### config.mk
export PLATFORM = sky130hd
export DESIGN_NAME = uart_rx_fifo
export DESIGN_NICKNAME = d
export VERILOG_FILES = /design/src/rtl/uart_rx_fifo_pkg.sv /design/src/rtl/uart_rx_fifo_sync_fifo.sv /design/src/rtl/uart_rx_fifo.sv
export SDC_FILE = /design/constraint.sdc
export NUM_CORES = 1
export LEC_CHECK = 0
export CAP_MARGIN = 20
export CORE_AREA = 4 4 123 173
export DETAILED_ROUTE_END_ITERATION = 8
export DIE_AREA = 0 0 127 177
export PLACE_DENSITY_LB_ADDON = 0.15
export SYNTH_ARGS = -nofsm -noshare
export SYNTH_HDL_FRONTEND = slang
export SYNTH_SLANG_ARGS = --single-unit
export TNS_END_PERCENT = 1
### constraint.sdc
create_clock -name clk -period 5.45 [get_ports clk]
set_input_delay 0.545 -clock clk [delete_from_list [all_inputs] [get_ports clk]]
set_output_delay 0.545 -clock clk [all_outputs]
set_load 0.02 [all_outputs]
### src/rtl/uart_rx_fifo_pkg.sv
// Shared UART constants and the FIFO operation encoding used by the
// receive-side buffering logic.
package uart_rx_fifo_pkg;

  localparam int unsigned UART_DATA_WIDTH      = 8;
  localparam int unsigned UART_FIFO_ADDR_WIDTH = 4;

  // Effective FIFO operation on a clock edge, packed as {pop, push}.
  typedef enum logic [1:0] {
    FIFO_IDLE = 2'b00,
    FIFO_PUSH = 2'b01,
    FIFO_POP  = 2'b10,
    FIFO_BOTH = 2'b11
  } fifo_op_e;

endpackage

### src/rtl/uart_rx_fifo_sync_fifo.sv
// First-word-fall-through synchronous FIFO: storage, wrapping pointers and
// occupancy count. A push is refused when full unless a pop happens on the
// same edge; a pop is ignored when empty.
module sync_fifo
  import uart_rx_fifo_pkg::*;
#(
  parameter int unsigned DATA_WIDTH = UART_DATA_WIDTH,
  parameter int unsigned ADDR_WIDTH = UART_FIFO_ADDR_WIDTH
) (
  input  logic                  clk,
  input  logic                  reset,
  input  logic                  push,
  input  logic                  pop,
  input  logic [DATA_WIDTH-1:0] din,
  output logic [DATA_WIDTH-1:0] dout,
  output logic [ADDR_WIDTH:0]   count,
  output logic                  full,
  output logic                  empty
);

  localparam int unsigned           DEPTH     = 1 << ADDR_WIDTH;
  localparam logic [ADDR_WIDTH:0]   DEPTH_CNT = (ADDR_WIDTH + 1)'(DEPTH);
  localparam logic [ADDR_WIDTH:0]   CNT_ONE   = (ADDR_WIDTH + 1)'(1);
  localparam logic [ADDR_WIDTH-1:0] PTR_ONE   = ADDR_WIDTH'(1);

  logic [DATA_WIDTH-1:0] mem_q [DEPTH];

  logic [ADDR_WIDTH-1:0] wr_ptr_q, wr_ptr_d;
  logic [ADDR_WIDTH-1:0] rd_ptr_q, rd_ptr_d;
  logic [ADDR_WIDTH:0]   count_q,  count_d;

  logic     push_ok;
  logic     pop_ok;
  fifo_op_e op;

  assign empty = (count_q == '0);
  assign full  = (count_q == DEPTH_CNT);
  assign count = count_q;
  assign dout  = mem_q[rd_ptr_q];

  // Qualify requests and compute next pointer/count state.
  always_comb begin
    pop_ok   = pop & ~empty;
    push_ok  = push & (~full | pop_ok);
    op       = fifo_op_e'({pop_ok, push_ok});
    wr_ptr_d = wr_ptr_q;
    rd_ptr_d = rd_ptr_q;
    count_d  = count_q;
    case (op)
      FIFO_PUSH: begin
        wr_ptr_d = wr_ptr_q + PTR_ONE;
        count_d  = count_q + CNT_ONE;
      end
      FIFO_POP: begin
        rd_ptr_d = rd_ptr_q + PTR_ONE;
        count_d  = count_q - CNT_ONE;
      end
      FIFO_BOTH: begin
        wr_ptr_d = wr_ptr_q + PTR_ONE;
        rd_ptr_d = rd_ptr_q + PTR_ONE;
      end
      default: ;
    endcase
  end

  // Pointer and count registers.
  always_ff @(posedge clk or posedge reset) begin
    if (reset) begin
      wr_ptr_q <= '0;
      rd_ptr_q <= '0;
      count_q  <= '0;
    end else begin
      wr_ptr_q <= wr_ptr_d;
      rd_ptr_q <= rd_ptr_d;
      count_q  <= count_d;
    end
  end

  // Storage array; contents are intentionally left unreset.
  always_ff @(posedge clk) begin
    if (push_ok) begin
      mem_q[wr_ptr_q] <= din;
    end
  end

endmodule

### src/rtl/uart_rx_fifo.sv
// Receive buffer behind the UART receiver: turns the byte-ready level into a
// single push per rising edge, buffers bytes in a FWFT FIFO, and keeps a
// sticky flag for bytes lost to a full FIFO.
module uart_rx_fifo
  import uart_rx_fifo_pkg::*;
#(
  parameter int unsigned DATA_WIDTH = UART_DATA_WIDTH,
  parameter int unsigned ADDR_WIDTH = UART_FIFO_ADDR_WIDTH
) (
  input  logic                  clk,
  input  logic                  reset,
  input  logic [DATA_WIDTH-1:0] rx_data,
  input  logic                  rx_ready,
  output logic [DATA_WIDTH-1:0] m_data,
  output logic                  m_valid,
  input  logic                  m_ready,
  output logic [ADDR_WIDTH:0]   count,
  output logic                  full,
  output logic                  overflow,
  input  logic                  overflow_clear
);

  logic rx_ready_q, rx_ready_d;
  logic overflow_q, overflow_d;
  logic push_stb;
  logic pop;
  logic drop;
  logic empty;

  sync_fifo #(
    .DATA_WIDTH (DATA_WIDTH),
    .ADDR_WIDTH (ADDR_WIDTH)
  ) u_fifo (
    .clk   (clk),
    .reset (reset),
    .push  (push_stb),
    .pop   (pop),
    .din   (rx_data),
    .dout  (m_data),
    .count (count),
    .full  (full),
    .empty (empty)
  );

  assign m_valid  = ~empty;
  assign overflow = overflow_q;

  // Edge-detect rx_ready and derive push/pop/drop; a set overrides a clear.
  always_comb begin
    rx_ready_d = rx_ready;
    push_stb   = rx_ready & ~rx_ready_q;
    pop        = m_valid & m_ready;
    drop       = push_stb & full & ~pop;
    overflow_d = overflow_q;
    if (overflow_clear) begin
      overflow_d = 1'b0;
    end
    if (drop) begin
      overflow_d = 1'b1;
    end
  end

  // rx_ready history resets high so a level held through reset is not a push.
  always_ff @(posedge clk or posedge reset) begin
    if (reset) begin
      rx_ready_q <= 1'b1;
      overflow_q <= 1'b0;
    end else begin
      rx_ready_q <= rx_ready_d;
      overflow_q <= overflow_d;
    end
  end

endmodule

==> run metrics <==
Synth Area in Compound Gates=4.47%; clk_skew=0.00917 ns; WL final=roughly 13,000 um; CP Buf/Inv Count=2; leading area contributor after synthesis=edfxtp_1; Seq cells post-synth=143; net count reported at finish=around 380; max frequency=272 MHz; row count=a little over 60; Largest delay share family, worst path=flip-flops; Die Width=127 um; Post-Synth Simple-Gate Area=5.44%; CTS Buf Count=17; largest net degree at the start of global routing=26; syn_nets=between 300 and 400; Tot GR Track Use=12.1%; WS Path Type=flip-flop to output port; Root Buffer Master=clkbuf_16; final hold vios=0; Adder-Cell Fraction of Synth Area=under 10%; DR top layer=met4; WL per Instance=20.5 um; fillers=1,861; Routed Antenna Nets=0; vias per cell=between 4 and 5; sequential fraction of the synthesis area=slightly above 70%; Pleak=2.29 nW; clk buf depth=2; total power per unit cell area=522 nW/um^2; met2 WL=7140 um; core area=approximately 20,000 sq um; mux cell area share after synthesis=12.8%; Die H=around 180 um; Power Total=approximately 3.7 mW; total grt overflow=0; Sinks on Clock Net=143; largest family of logic cells by synthesized area=multiplexers; share of layout cells above drive strength 1=21.7%; gpl congestion=~0.69; vias in the first global route=3,218; n_diodes=0; first-pass GRT wire length=19,700 um; Post-synth top flop=edfxtp_1; antenna violations before repair=0; area grow syn2layout=19.7%; synth warn=0; number of placed I/O pins=29; crit path cell chain=buf_4 -> mux4_2 -> a22oi_1 -> nand2_1 -> clkdlybuf4s50_1; worst hold path type=primary input to asynchronous set/reset pin; CTS clk-pin slew, worst paths=0.06 ns; clk_lat worst skew=0.41 ns; synth top area cells=edfxtp_1, mux4_2, dfrtp_1, a22oi_1, ha_1; R2R depth=9; TritonRoute pass-1 iters=4; cells after synthesis=316; number of synthesized flops with an enable pin=128; final setup violating endpoints=0; post-synthesis cell area=5850 sq um; post-CTS setup buffer count=0; Reg-to-Reg Start=u_fifo.count[0]; full die area=about 22,000 sq um; Unique masters post-synth=46; fin. max-slew vios=0; routed vias=~2,900; commonest cells in the netlist=edfxtp_1, mux4_2, nand2_1, nor2_1, a22oi_1; Post-Layout Cell Count=620; Relative slew margins=28.9%; Final Cycle Share=around two thirds; htree depth=4; Worst VDD drop=0.000241 V; Setup TNS=0 ns; post-synth top area share=65.8%; RR Endpoint=u_fifo.count[2]; Detailed Route Iter0 Violations=about 240; crit path max fanout=25; Worst Max-Slew Pin Slew=1.06 ns; Critical path origin=u_fifo.rd_ptr_q[0]; Critical Path Max Stage Delay=0.95 ns; Max Cap Viol=0; dpl hpwl=approximately 8500 um; # placed instances=588; synthesized area per cell=between 15 and 20 sq um; M1 wire length=between 5000 and 6000 um; WL met3=355 um; xor/xnor share of the synthesized area=1.35%; Initial Utilization=29.7%; most frequent cell after synthesis=edfxtp_1; crit path to=m_data[1]; pre-CTS setup slack=between 2 and 2.5 ns; Levels on crit path=5; Post-synth ARST share=10.5%; Final WS setup=1.77 ns; post-cts sizing count=0; hold buffer count at cts=0; Crit. End Element=output port; r2r setup slk=2.79 ns; Arrival @ worst endpoint=3.13 ns; Period minus WS final=3.68 ns; # DRC=0; run status=finished clean; CP required=roughly 4.9 ns; startpoint types=flip-flop; slowest stage cell, crit path=dfrtp_2; RSZ-0062 raised after global routing=no; final core utilization=a little over a third; CTS tree=built; IO buf count=28
## routing by layer
metal / vias up / track usage, %
li1: 1341 / -
met1: 1530 / 14.1
met2: 64 / 21.9
met3: 10 / 2.66
met4: 0 / 4.16
met5: - / 0
## power breakdown
group | internal [mW] | total, mW | switching, mW
registers | 1.29 | 1.46 | 0.165
clock network | 0.641 | 1.12 | 0.479
logic | 0.534 | 1.07 | 0.539
## stage by stage
stage,hold slack [ns],instance area [sq um]
final,0.511,7000
after global routing,0.571,7000
after CTS,0.539,7000
after detailed placement,0.528,6420
after global placement,0.520,6410
after floorplan,0.446,5850
## worst min-delay path by stage
| stage | startpoint | to | slack, ns | cells after the start |
|---|---|---|---|---|
| floorplan | reset | overflow | 0.45 | 1 |
| global placement | overflow | overflow | 0.52 | 2 |
| detailed placement | overflow | overflow | 0.53 | 2 |
| CTS | reset | overflow | 0.54 | 2 |
| global route | overflow | overflow | 0.57 | 2 |
| finish | reset | overflow | 0.51 | 2 |
## placed cells by master, fill, tap and decap left out, types with 2 or more instances in the layout
cell type / synthesis / layout
clkbuf_16: 0 / 17
clkinv_4: 0 / 2
a22oi_1: 16 / 16
nor2b_1: 4 / 4
and2_1: 2 / 2
nor2_1: 17 / 17
ha_1: 8 / 8
inv_1: 7 / 7
nand2b_1: 4 / 4
a21oi_1: 4 / 4
o21ai_0: 2 / 2
mux4_2: 32 / 32
buf_4: 2 / 6
xnor2_1: 9 / 9
clkinvlp_4: 0 / 3
nor3_1: 4 / 4
clkdlybuf4s50_1: 0 / 28
o221ai_1: 3 / 3
dfrtp_1: 14 / 13
edfxtp_1: 128 / 128
nand4_1: 2 / 2
inv_6: 0 / 7
nand2_1: 21 / 21
## logic make-up after synthesis
kind of cell,after synthesis
AOI/OAI and AO/OA,35
xor gates and xnor gates,9
adders and majority gates,9
buffers and inverters,22
DFF,143
muxes,34
and+or+nand+nor,64
## cell type report
| type | count | area (sq um) | share of cell area [%] |
|---|---|---|---|
| Sequential cell | 143 | 4220 | 60.3 |
| Multi-Input combinational cell | 151 | 1520 | 21.8 |
| Clock buffer | 17 | 425 | 6.08 |
| Timing Repair Buffer | 35 | 337 | 4.81 |
| Tap cell | 252 | 315 | 4.51 |
| Clock inverter | 15 | 148 | 2.11 |
| Inverter | 7 | 26.3 | 0.376 |
## flip-flops by register name (all words and copies together), names as in the netlist
name,cells
overflow,1
u_fifo.wr_ptr_q,4
u_fifo.count,5
u_fifo.rd_ptr_q,4
rx_ready_q,1
u_fifo.mem_q,128
(Power assumes the default switching activity.)
